$ cat config.mk
export PLATFORM = sky130hd
export DESIGN_NAME = clus_ofc_err_encoder
export DESIGN_NICKNAME = d
export VERILOG_FILES = /design/src/rtl/clus_ofc_err_encoder.sv
export SDC_FILE = /design/constraint.sdc
export NUM_CORES = 1
export LEC_CHECK = 0
export BUFFER_PORTS_ARGS = -buffer_cell sky130_fd_sc_hd__buf_4
export CAP_MARGIN = 40
export CORE_ASPECT_RATIO = 2
export CORE_UTILIZATION = 55
export CTS_CLUSTER_DIAMETER = 150
export CTS_CLUSTER_SIZE = 30
export DETAILED_ROUTE_END_ITERATION = 10
export PLACE_DENSITY = 0.87
export SYNTH_ARGS = -nofsm -noshare
export SYNTH_HDL_FRONTEND = slang
export SYNTH_SLANG_ARGS = --single-unit
$ cat constraint.sdc
create_clock -name clk -period 12 [get_ports clk]
set_input_delay 1.8 -clock clk [delete_from_list [all_inputs] [get_ports clk]]
set_output_delay 1.8 -clock clk [all_outputs]
set_load 0.02 [all_outputs]
$ cat src/rtl/clus_ofc_err_encoder.sv
// clus_ofc_err_encoder: debounced, sticky TLK link-error report source
// One report per live period, frozen onto tlk_err_bus with a timed strobe.
module clus_ofc_err_encoder #(
  parameter int NLINK       = 18,
  parameter int MIN_ERR_CYC = 4,
  parameter int HOLD_CYC    = 8
) (
  input  logic             clk,
  input  logic             reset,
  input  logic             in_live,
  input  logic [NLINK-1:0] tlk_err_raw,
  input  logic [NLINK-1:0] link_mask,
  input  logic             rpt_req,
  output logic [NLINK-1:0] tlk_err_bus,
  output logic             got_tlk_err,
  output logic [4:0]       err_count,
  output logic             busy
);

  localparam int CW = $clog2(MIN_ERR_CYC + 1);
  localparam int HW = $clog2(HOLD_CYC + 1);
  localparam logic [CW-1:0] CMAX = CW'(MIN_ERR_CYC);
  localparam logic [HW-1:0] HMAX = HW'(HOLD_CYC);

  typedef enum logic [1:0] {
    IDLE,
    LIVE,
    REPORT,
    DONE
  } state_t;

  state_t           state;
  logic [CW-1:0]    cnt     [NLINK];
  logic [CW-1:0]    cnt_nxt [NLINK];
  logic [NLINK-1:0] sticky;
  logic [NLINK-1:0] sticky_nxt;
  logic [NLINK-1:0] snap;
  logic [4:0]       snap_cnt;
  logic [HW-1:0]    hold;

  // Next debounce counters/sticky bits for a LIVE edge, and the snapshot
  // that would be frozen if a report were taken on this same edge.
  always_comb begin
    sticky_nxt = sticky;
    for (int i = 0; i < NLINK; i++) begin
      cnt_nxt[i] = '0;
      if (tlk_err_raw[i])
        cnt_nxt[i] = (cnt[i] == CMAX) ? CMAX : cnt[i] + CW'(1);
      if (cnt_nxt[i] == CMAX)
        sticky_nxt[i] = 1'b1;
    end
    snap     = sticky_nxt & ~link_mask;
    snap_cnt = '0;
    for (int i = 0; i < NLINK; i++)
      snap_cnt = snap_cnt + 5'(snap[i]);
  end

  // Live-period FSM with debounce state and registered report outputs.
  always_ff @(posedge clk) begin
    if (reset) begin
      state       <= IDLE;
      sticky      <= '0;
      hold        <= '0;
      tlk_err_bus <= '0;
      err_count   <= '0;
      got_tlk_err <= 1'b0;
      busy        <= 1'b0;
      for (int i = 0; i < NLINK; i++)
        cnt[i] <= '0;
    end else begin
      unique case (state)
        IDLE: begin
          if (in_live) begin
            state       <= LIVE;
            sticky      <= '0;
            tlk_err_bus <= '0;
            err_count   <= '0;
            for (int i = 0; i < NLINK; i++)
              cnt[i] <= '0;
          end
        end
        LIVE: begin
          if (!in_live) begin
            state <= IDLE;
          end else begin
            sticky <= sticky_nxt;
            for (int i = 0; i < NLINK; i++)
              cnt[i] <= cnt_nxt[i];
            if (rpt_req) begin
              state       <= REPORT;
              tlk_err_bus <= snap;
              err_count   <= snap_cnt;
              got_tlk_err <= 1'b1;
              busy        <= 1'b1;
              hold        <= HW'(1);
            end
          end
        end
        REPORT: begin
          if (!in_live) begin
            state       <= IDLE;
            got_tlk_err <= 1'b0;
            busy        <= 1'b0;
          end else if (hold == HMAX) begin
            state       <= DONE;
            got_tlk_err <= 1'b0;
            busy        <= 1'b0;
          end else begin
            hold <= hold + HW'(1);
          end
        end
        DONE: begin
          if (!in_live)
            state <= IDLE;
        end
        default: state <= IDLE;
      endcase
    end
  end

endmodule

==> metrics.md, run 1 <==
| Metric | Value |
|---|---|
| Hold Fails Final Rpt | `0` |
| Syn nets | `between 600 and 700` |
| Netlist cell types | `48` |
| 1st-pass router iterations | `4` |
| Max-slew violation count | `0` |
| Via count | `4568` |
| Max IR drop VDD | `77.5 µV` |
| Initial antenna violation count | `0` |
| Die Ht | `roughly 150 µm` |
| DR WL/cell | `approximately 16 µm` |
| Antenna-violating nets left | `0` |
| GRT overflow | `0` |
| CTS sink count | `102` |
| Placed insts | `around 770` |
| Dpl ws | `5.22 ns` |
| Top Ports | `65` |
| Worst setup SP type | `input pin` |
| Total core area | `0.0101 mm²` |
| Initial core utilization | `0.565` |
| Initial DRC Count | `321` |
| Setup Buffers After CTS | `0` |
| Synth top area cells | `edfxtp_1 (28%), dfxtp_1 (17%), ha_1 (10%), inv_1 (4.3%), nor2_1 (4.3%)` |
| Hold_buf cts | `0` |
| Crit path setup slack, layout | `around 5.6 ns` |
| Die area | `0.0108 mm²` |
| Fin crit share | `0.535` |
| Post-synth top flop | `edfxtp_1` |
| Placed inst area | `between 0.006 and 0.007 mm²` |
| Leakage | `2.85 nW` |
| GP Congestion | `about 0.80` |
| Synth area leader | `edfxtp_1` |
| Cts repair resizes | `0` |
| Row count | `52` |
| Fmax | `~160 MHz` |
| Mapped Area | `about 0.0057 mm²` |
| Setup Skew | `between 0.01 and 0.015 ns` |
| Ratio of cells with drive above 1 in the final layout | `0.131` |
| Non-filler cells, final | `790` |
| DPL Wire Length | `9720 µm` |
| H-tree Lvls | `3` |
| First-pass GRT wire length | `21300 µm` |
| Number of port buffers | `64` |
| CTS tree | `built` |
| Clock transition at the registers of the reported paths | `approximately 0.060 ns` |
| Cells after Synth | `around 580` |
| Total negative slack | `0 ns` |
| FF+latch count, synth | `a little over 100` |
| Post-layout util | `0.657` |
| Post-route cell area | `approximately 0.0066 mm²` |
| Total GRT Usage | `0.258` |
| Diodes inserted | `0` |
| Mapped Avg Cell Area | `just under 10 µm²` |
| Filler instances | `between 700 and 800` |
| Pwr Density | `111 mW/mm²` |
| DRT Wirelength | `about 13000 µm` |
| Later-pin clock latency in the skew report | `roughly 0.35 ns` |
| Synth top area share | `0.285` |
| Fraction of registers with async set/reset | `0` |
| P&R area growth vs syn | `16.2%` |
| Number of global-route vias before repair | `4827` |
| Max-cap viol count | `0` |
| Status | `complete, no violations` |
| Fin crit period | `about 6.4 ns` |
| Die X-Extent | `~74 µm` |
| HP Class | `reg2reg` |
| Critical Path AT | `between 6 and 7 ns` |
| CTS buffer count | `9` |
| Final setup viols | `0` |
| Residual DRC | `0` |
| Yosys warnings | `0` |
| Number of vias per cell | `5.78` |
| CP required | `~12 ns` |
| Worst Max-Slew Pin Slew | `approximately 0.73 ns` |
| Setup crit end kind | `flip-flop` |
| Slew headroom | `0.513` |
| Setup CP Type | `in2reg` |
| Fraction of the yosys area taken by sequential cells | `0.453` |
| List of most frequent post-synthesis cells | `inv_1 (65), nor2_1 (65), edfxtp_1 (54)` |
| CTS max path bufs | `2` |
| RSZ-0062 raised after global routing | `no` |
| Nets | `approximately 750` |
| CTS Root Cell | `clkbuf_16` |
| CP max FO | `3` |
| EDFF count, synth | `54` |
| Pin count of the biggest net entering global routing | `30` |
cell families (layout without fill, tap and decap cells):
logic type                 after synthesis  in the layout  share of synthesized area
adders and majority gates               58             58                      0.143
xor gates and xnor gates                 8              8                     0.0123
and+or+nand+nor                        215            215                      0.190
buffers and inverters                   77            149                     0.0525
DFF                                    102            102                      0.453
AOI/OAI and AO/OA                      123            123                      0.149
power by group:
group | total (mW) | internal, mW | switching (mW)
Sequential | 0.389 | 0.378 | 0.0112
Combinational | 0.0818 | 0.0341 | 0.0477
Clock | 0.263 | 0.143 | 0.120
final cells by class:
type / count / area [µm²] / share of cell area
repair buffers: 68 / 542 / 0.0818
inverters: 65 / 244 / 0.0368
well taps: 135 / 169 / 0.0255
clock inverters: 6 / 27.5 / 0.00416
multi-input cells: 404 / 2820 / 0.426
flip-flops and latches: 102 / 2580 / 0.390
clock buffers: 10 / 239 / 0.0361
routing by layer:
metal	wire length, µm	track usage
met3	598	0.0526
met5	0	0
met1	4650	0.262
met2	6790	0.441
met4	777	0.196
critical path, cell delays in order:
cell,delay [ns]
buf_4,0.10
inv_1,0.05
a2111oi_1,0.48
o21bai_1,0.15
fa_1,0.53
inv_1,0.06
fa_1,0.51
fa_1,0.53
fa_1,0.53
fa_1,0.57
ha_1,0.18
inv_1,0.06
fa_1,0.38
nor2b_1,0.15
or4_1,0.47
a21oi_1,0.15
sequential cells by signal, indices dropped and copies added, names as in the netlist:
name	count
busy	1
cnt	54
err_count	5
hold	4
state	2
sticky	18
tlk_err_bus	18
worst paths after layout:
| kind | startpoint | end | slack, ns | cells past startpoint |
|---|---|---|---|---|
| worst max-delay path | tlk_err_raw[3] | err_count[2] | 5.58 | 16 |
| worst min register to register | tlk_err_bus[9] | tlk_err_bus[9] | 0.46 | 2 |
| worst min-delay path | tlk_err_bus[9] | tlk_err_bus[9] | 0.46 | 2 |
| worst max register to register | cnt[0][0] | err_count[2] | 6.06 | 17 |
metrics by stage:
| step | power, mW | hold WS [ns] |
|---|---|---|
| after global routing | 0.767 | 0.476 |
| final | 0.734 | 0.455 |
| after detailed placement | 0.478 | 0.445 |
| after CTS | 0.739 | 0.453 |
| after global placement | 0.471 | 0.435 |
| after floorplan | 0.445 | 0.443 |
placed cells by master (no fill, tap or decap), types with 3 or more instances in the layout:
cell / n
o21bai_1: 4
nor2_1: 65
inv_1: 65
or2b_1: 3
a32o_1: 5
fa_1: 12
a22o_1: 17
a311oi_1: 11
ha_1: 46
dfxtp_1: 48
xor2_1: 5
nor3_1: 17
edfxtp_1: 54
nor3b_1: 4
nand4_1: 5
xnor2_1: 3
a41oi_1: 3
o21ai_0: 16
a21oi_1: 39
and3_1: 24
nand3b_1: 3
nand2_1: 43
a211oi_1: 15
clkbuf_16: 9
nand2b_1: 29
buf_4: 65
nor2b_1: 3
nand3_1: 6
clkinv_1: 4
(Power assumes the default switching activity.)
==> run 2, diff against run 1 <==
--- a/config.mk
+++ b/config.mk
@@ -8,7 +8,7 @@
 export BUFFER_PORTS_ARGS = -buffer_cell sky130_fd_sc_hd__buf_4
 export CAP_MARGIN = 40
 export CORE_ASPECT_RATIO = 2
-export CORE_UTILIZATION = 55
+export CORE_UTILIZATION = 53
 export CTS_CLUSTER_DIAMETER = 150
 export CTS_CLUSTER_SIZE = 30
 export DETAILED_ROUTE_END_ITERATION = 10
==> constraint.sdc (replaced) <==
create_clock -name clk -period 5.6 [get_ports clk]
set_input_delay 0.84 -clock clk [delete_from_list [all_inputs] [get_ports clk]]
set_output_delay 0.84 -clock clk [all_outputs]
set_load 0.02 [all_outputs]
==> run 2 against run 1 <==
  * Register-to-register slack worse by 6.0 ns
  * Critical endpoint unchanged
  * Highest routed layer unchanged
  * Clock-buffer cell count is the same
  * Non-clock buffer count increased by 17
  * Setup slack got worse by 5.6 ns
  * Largest power group unchanged
  * Final area rose by 4.6%
==> metrics.md, run 2 (synthesis results as in run 1) <==
| Metric | Value |
|---|---|
| Status | `complete, no violations` |
| Worst hold start | `tlk_err_bus[12]` |
| Ratio of cells with drive above 1 in the final layout | `0.193 (+0.0622)` |
| 1st-pass router iterations | `5 (+1)` |
| Antenna-violating nets left | `0 (unchanged)` |
| Placed insts | `781 (+0.90%)` |
| Power share of the clock group | `0.398 (+0.040)` |
| CTS max path bufs | `2 (unchanged)` |
| Crit path cell chain | `inv_2 > ha_4 > nand2b_4 > a311oi_2 > buf_4 > nor2_4 > nor2_4 > fa_1 > fa_1 > fa_1 > fa_1 > fa_1 > ha_2 > inv_2 > fa_2 > nor2b_4 > or4_4 > a21oi_2` |
| Reg2reg end | `err_count[2]` |
| Fmax | `between 150 and 200 MHz` |
| HP Class | `reg2reg` |
| Initial core utilization | `0.544 (-0.0212)` |
| P&R area growth vs syn | `21.6%` |
| H-tree Lvls | `3 (unchanged)` |
| Worst setup SP type | `flip-flop` |
| CP required | `5.89 ns (-6.39 ns)` |
| Post-layout util | `0.661 (+0.00463)` |
| Slowest cell on crit path | `fa_1` |
| RSZ-0062 raised after global routing | `yes` |
| Multi-input logic area | `0.00294 mm² (+4.4%)` |
| Row count | `53 (+1.9%)` |
| Sw Pwr | `0.418 mW (+130%)` |
| Initial antenna violation count | `1 (+1)` |
| Initial DRC Count | `279 (-13%)` |
| Flop pwr share | `0.487 (-0.043)` |
| Number of global-route vias before repair | `4890 (+1.3%)` |
| Number of vias per cell | `5.82 (+0.73%)` |
| Worst R2R Path Depth | `18 (+1)` |
| Setup CP Type | `reg2reg` |
| Setup Skew | `0.00558 ns (-0.00459 ns)` |
| Combinational power share | `0.115 (+0.004)` |
| Buf/Inv on CP | `3 (-1)` |
| Final setup viols | `0 (unchanged)` |
| Worst path depth | `18 (+2)` |
| Max-cap viol count | `0 (unchanged)` |
| Reg2Reg Launch Point | `cnt[7][0]` |
| Hold Fails Final Rpt | `0 (unchanged)` |
| Later-pin clock latency in the skew report | `0.35 ns (about the same)` |
| Hold-critical path endpoint | `tlk_err_bus[12]` |
| CTS sink count | `102 (unchanged)` |
| Cell-internal power | `1.30 mW (+130%)` |
| Slew headroom | `0.449 (-0.0645)` |
| Switching portion of total power | `0.244 (-0.000430)` |
| Die area | `0.0112 mm² (+3.7%)` |
| Clock transition at the registers of the reported paths | `0.07 ns (about the same)` |
| DPL Wire Length | `9860 µm (+1.5%)` |
| DRT Wirelength | `14000 µm (+9.3%)` |
| DR WL/cell | `17.3 µm (+6.6%)` |
| Reg with most FFs | `cnt` |
| CP max FO | `4 (+1)` |
| Max reg flops | `54 (unchanged)` |
| CP peak stage delay | `0.54 ns (-0.03 ns)` |
| Via count | `4718 (+3.3%)` |
| Most frequent cells in the layout | `buf_4 (83), nor2_1 (63), inv_1 (62), edfxtp_1 (54), dfxtp_1 (48)` |
| Leading cell type in the layout, fill and taps excluded | `buf_4` |
| Largest regs | `cnt: 54 flops, sticky: 18 flops, tlk_err_bus: 18 flops` |
| CTS buffer count | `9 (unchanged)` |
| Total GRT Usage | `0.257 (-0.000900)` |
| Leakage | `2.99 nW (+4.8%)` |
| Pwr Density | `248 mW/mm² (+120%)` |
| Sequential cell area | `0.00258 mm² (unchanged)` |
| GP Congestion | `0.851 (+6.4%)` |
| Fin crit period | `5.58 ns` |
| Non-filler cells, final | `810 (+2.5%)` |
| CP dominant cell by count | `fa_1` |
| Nets | `765 (+2.3%)` |
| Total negative slack | `0 ns (unchanged)` |
| Top Ports | `65 (unchanged)` |
| Max-slew violation count | `0 (unchanged)` |
| Max IR drop VDD | `195 µV (+150%)` |
| Pin count of the biggest net entering global routing | `43 (+43%)` |
| Setup crit end kind | `flip-flop` |
| Critical Path AT | `5.87 ns (-0.83 ns)` |
| Die Ht | `149 µm (+1.8%)` |
| CTS tree | `built` |
| Number of port buffers | `64 (unchanged)` |
| Filler instances | `808 (+4.8%)` |
| CTS Root Cell | `clkbuf_16` |
| Hold path cells | `2 (unchanged)` |
| Residual DRC | `0 (unchanged)` |
| First-pass GRT wire length | `21600 µm (+1.4%)` |
| Worst Max-Slew Pin Slew | `0.822 ns (+0.0924 ns)` |
| Fin crit share | `0.996` |
| Reg2reg setup slack | `0.02 ns (-6.04 ns)` |
| Die X-Extent | `75.3 µm (+1.8%)` |
| Total core area | `0.0105 mm² (+3.9%)` |
| Critical path's top delay family | `adder cells` |
| GRT overflow | `0 (unchanged)` |
## run 2: changes by cell type in the layout (fill, tap and decap cells not counted), sizes merged
| cell | change |
|---|---|
| buf | +17 |
| bufinv | +2 |
| clkinv | -3 |
| diode | +1 |
| inv | +1 |
## run 2: routing by layer
metal  vias up  wire length, µm  global-route usage
li1       2222                -                   -
met5         -                0                   0
met4         0              927               0.195
met1      2306             5080               0.260
met3        53              560              0.0488
met2       137             7450               0.444
## run 2: worst min-delay path, cell delays in order, from the launching register on
cell     delay [ns]
dfxtp_1        0.31
nand2_1        0.05
a21oi_1        0.05
## run 2: power by group through the flow
stage               Clock [mW]  Combinational [mW]  Sequential, mW
floorplan                    0               0.107           0.846
global placement             0               0.164           0.847
detailed placement           0               0.177           0.850
CTS                      0.682               0.181           0.834
global route             0.715               0.219           0.838
finish                   0.683               0.197           0.835
## run 2: repair_timing
| action | in CTS | in global routing |
|---|---|---|
| pin swaps | 4 | 13 |
| hold buffers | 0 | 0 |
| gates cloned | 0 | 0 |
| endpoints found under the setup margin | 1 | 3 |
| buffers inserted | 3 | 9 |
| gates resized for setup | 3 | 24 |
## run 2: through the flow
| stage | hold WS (ns) | setup slack (ns) | instance area [µm²] | total power, mW |
|---|---|---|---|---|
| after floorplan | 0.443 | 0.263 | 5700 | 0.953 |
| after global placement | 0.440 | 0.0480 | 6350 | 1.01 |
| after detailed placement | 0.447 | -0.0870 | 6390 | 1.03 |
| after CTS | 0.459 | 0.0191 | 6740 | 1.70 |
| after global routing | 0.496 | -0.180 | 6930 | 1.77 |
| final | 0.460 | 0.0221 | 6930 | 1.72 |
## run 2: how the worst max path moves through the flow
| stage | endpoint | slack [ns] | from |
|---|---|---|---|
| after floorplan | err_count[2] | 0.26 | cnt[0][0] |
| after global placement | err_count[2] | 0.05 | tlk_err_raw[1] |
| after detailed placement | err_count[2] | -0.09 | cnt[0][0] |
| after CTS | err_count[2] | 0.02 | cnt[0][0] |
| after global routing | err_count[2] | -0.18 | cnt[1][0] |
| final | err_count[2] | 0.02 | cnt[7][0] |
## run 2: area by class of cell
type                    instances  area share
clock buffers                  10      0.0345
flip-flops and latches        102       0.373
well taps                     137      0.0247
diodes                          1    0.000361
multi-input cells             404       0.425
inverters                      65      0.0352
clock inverters                 6      0.0121
repair buffers                 85      0.0955
==> run 3, diff against run 2 <==
--- a/config.mk
+++ b/config.mk
@@ -12,6 +12,7 @@
 export CTS_CLUSTER_DIAMETER = 150
 export CTS_CLUSTER_SIZE = 30
 export DETAILED_ROUTE_END_ITERATION = 10
+export MAX_ROUTING_LAYER = met4
 export PLACE_DENSITY = 0.87
 export SYNTH_ARGS = -nofsm -noshare
 export SYNTH_HDL_FRONTEND = slang
==> run 3 against run 2 <==
  * Combinational power barely moved
  * Clock-buffer cell count did not move
  * First-iteration DRC count rose by 17%
  * Cell count did not move
  * Total power barely moved
  * Global-route usage rose by 0.74 points
  * Critical endpoint unchanged
==> metrics.md, run 3 (synthesis results as in run 1) <==
| Metric | Value |
|---|---|
| Status | `complete, no violations` |
| DPL Wire Length | `9860 µm (unchanged)` |
| Reg2Reg Launch Point | `cnt[7][0]` |
| Initial DRC Count | `326 (+17%)` |
| Max-cap viol count | `0 (unchanged)` |
| Post-layout util | `0.661 (unchanged)` |
| Hold Fails Final Rpt | `0 (unchanged)` |
| Initial core utilization | `0.544 (unchanged)` |
| P&R area growth vs syn | `21.6% (unchanged)` |
| Hold path cells | `2 (unchanged)` |
| Hold-critical path endpoint | `tlk_err_bus[12]` |
| Hold_ws | `0.461 ns (+0.00124 ns)` |
| H-tree Lvls | `3 (unchanged)` |
| Number of vias per cell | `5.84 (+0.23%)` |
| Worst hold start | `tlk_err_bus[12]` |
| Reg with most FFs | `cnt` |
| Fin crit share | `0.996 (about the same)` |
| Antenna-violating nets left | `0 (unchanged)` |
| Largest regs | `cnt: 54 flops, sticky: 18 flops, tlk_err_bus: 18 flops` |
| Total core area | `0.0105 mm² (unchanged)` |
| Pin count of the biggest net entering global routing | `43 (unchanged)` |
| Setup crit end kind | `flip-flop` |
| DR WL/cell | `17.3 µm (about the same)` |
| Crit path setup slack, layout | `0.0235 ns (+0.00133 ns)` |
| GP Congestion | `0.864 (+1.6%)` |
| RSZ-0062 raised after global routing | `yes` |
| Ratio of cells with drive above 1 in the final layout | `0.193 (unchanged)` |
| CP max FO | `4 (unchanged)` |
| Reg2reg setup slack | `0.02 ns (about the same)` |
| First-pass GRT wire length | `21600 µm (about the same)` |
| Dpl ws | `-0.0870 ns (unchanged)` |
| Non-filler cells, final | `810 (unchanged)` |
| Post-route cell area | `0.00693 mm² (unchanged)` |
| CP required | `5.89 ns (about the same)` |
| Total GRT Usage | `0.264 (+0.00736)` |
| Max IR drop VDD | `195 µV (-0.41%)` |
| Total negative slack | `0 ns (unchanged)` |
| Hold_buf cts | `0 (unchanged)` |
| Initial antenna violation count | `1 (unchanged)` |
| Fmax | `179 MHz (about the same)` |
| Reg2reg end | `err_count[2]` |
| Nets | `765 (unchanged)` |
| Via count | `4729 (+0.23%)` |
| Max reg flops | `54 (unchanged)` |
| Number of port buffers | `64 (unchanged)` |
| Clock transition at the registers of the reported paths | `0.07 ns (about the same)` |
| CTS Root Cell | `clkbuf_16` |
| Worst Max-Slew Pin Slew | `0.839 ns (+0.0167 ns)` |
| CTS tree | `built` |
| Number of global-route vias before repair | `4889 (-0.020%)` |
| Total power | `1.72 mW (about the same)` |
| Row count | `53 (unchanged)` |
| GRT overflow | `0 (unchanged)` |
| CTS sink count | `102 (unchanged)` |
| Fin crit period | `5.58 ns (-0.00133 ns)` |
| 1st-pass router iterations | `5 (unchanged)` |
| Die Ht | `149 µm (unchanged)` |
| Leading cell type in the layout, fill and taps excluded | `buf_4` |
| Top Ports | `65 (unchanged)` |
| CTS buffer count | `9 (unchanged)` |
| Slew headroom | `0.438 (-0.0112)` |
| Max-slew violation count | `0 (unchanged)` |
| Residual DRC | `0 (unchanged)` |
| HP Class | `reg2reg` |
| Final setup viols | `0 (unchanged)` |
| Setup CP Type | `reg2reg` |
| Placed inst area | `0.00639 mm² (unchanged)` |
| Most frequent cells in the layout | `buf_4 (83), nor2_1 (63), inv_1 (62), edfxtp_1 (54), dfxtp_1 (48)` |
| CTS max path bufs | `2 (unchanged)` |
| Setup Skew | `0.00552 ns (-0.0000584 ns)` |
| Pwr Density | `248 mW/mm² (about the same)` |
| Critical Path AT | `5.87 ns (about the same)` |
| DRT Wirelength | `14000 µm (about the same)` |
| Die area | `0.0112 mm² (unchanged)` |
| Worst setup SP type | `flip-flop` |
| Leakage | `2.99 nW (unchanged)` |
| Die X-Extent | `75.3 µm (unchanged)` |
| Placed insts | `781 (unchanged)` |
| Worst R2R Path Depth | `18 (unchanged)` |
| Later-pin clock latency in the skew report | `0.35 ns (about the same)` |
[run 3: cell counts in the layout (fill, tap and decap cells not counted)]
No cell type changed its count.
[run 3: power by group]
part / internal (mW) / switching [mW]
sequential: 0.810 / 0.0249
clock: 0.403 / 0.281
combinational: 0.0851 / 0.112
total: 1.30 / 0.418
[run 3: worst max-delay path by stage]
stage,from,end,slack (ns),cells after the start
final,cnt[7][0],err_count[2],0.02,18
after global routing,cnt[1][0],err_count[2],-0.18,16
after CTS,cnt[0][0],err_count[2],0.02,17
after detailed placement,cnt[0][0],err_count[2],-0.09,17
after global placement,tlk_err_raw[1],err_count[2],0.05,16
after floorplan,cnt[0][0],err_count[2],0.26,17
[run 3: repair_timing]
item | in CTS | in global routing
gates resized for setup | 3 | 24
setup endpoints to repair | 1 | 3
setup buffers | 3 | 9
pin swaps | 4 | 13
[run 3: final cells by class]
cell class	instances	area, µm²
diodes	1	2.50
multi-input cells	404	2940
flip-flops and latches	102	2580
repair buffers	85	662
inverters	65	244
well taps	137	171
fillers	808	3550
clock buffers	10	239
clock inverters	6	83.8
[run 3: critical path, cell delays in order (launching register included)]
cell,delay (ns)
edfxtp_1,0.48
inv_2,0.12
ha_4,0.20
nand2b_4,0.14
a311oi_2,0.29
buf_4,0.19
nor2_4,0.04
nor2_4,0.11
fa_1,0.46
fa_1,0.53
fa_1,0.53
fa_1,0.52
fa_1,0.54
ha_2,0.20
inv_2,0.05
fa_2,0.35
nor2b_4,0.13
or4_4,0.52
a21oi_2,0.11
[run 3: metal layers]
metal  wire, µm  global-route usage
met5          0                   -
met4        879               0.195
met3        556              0.0474
met2       7500               0.443
met1       5090               0.262
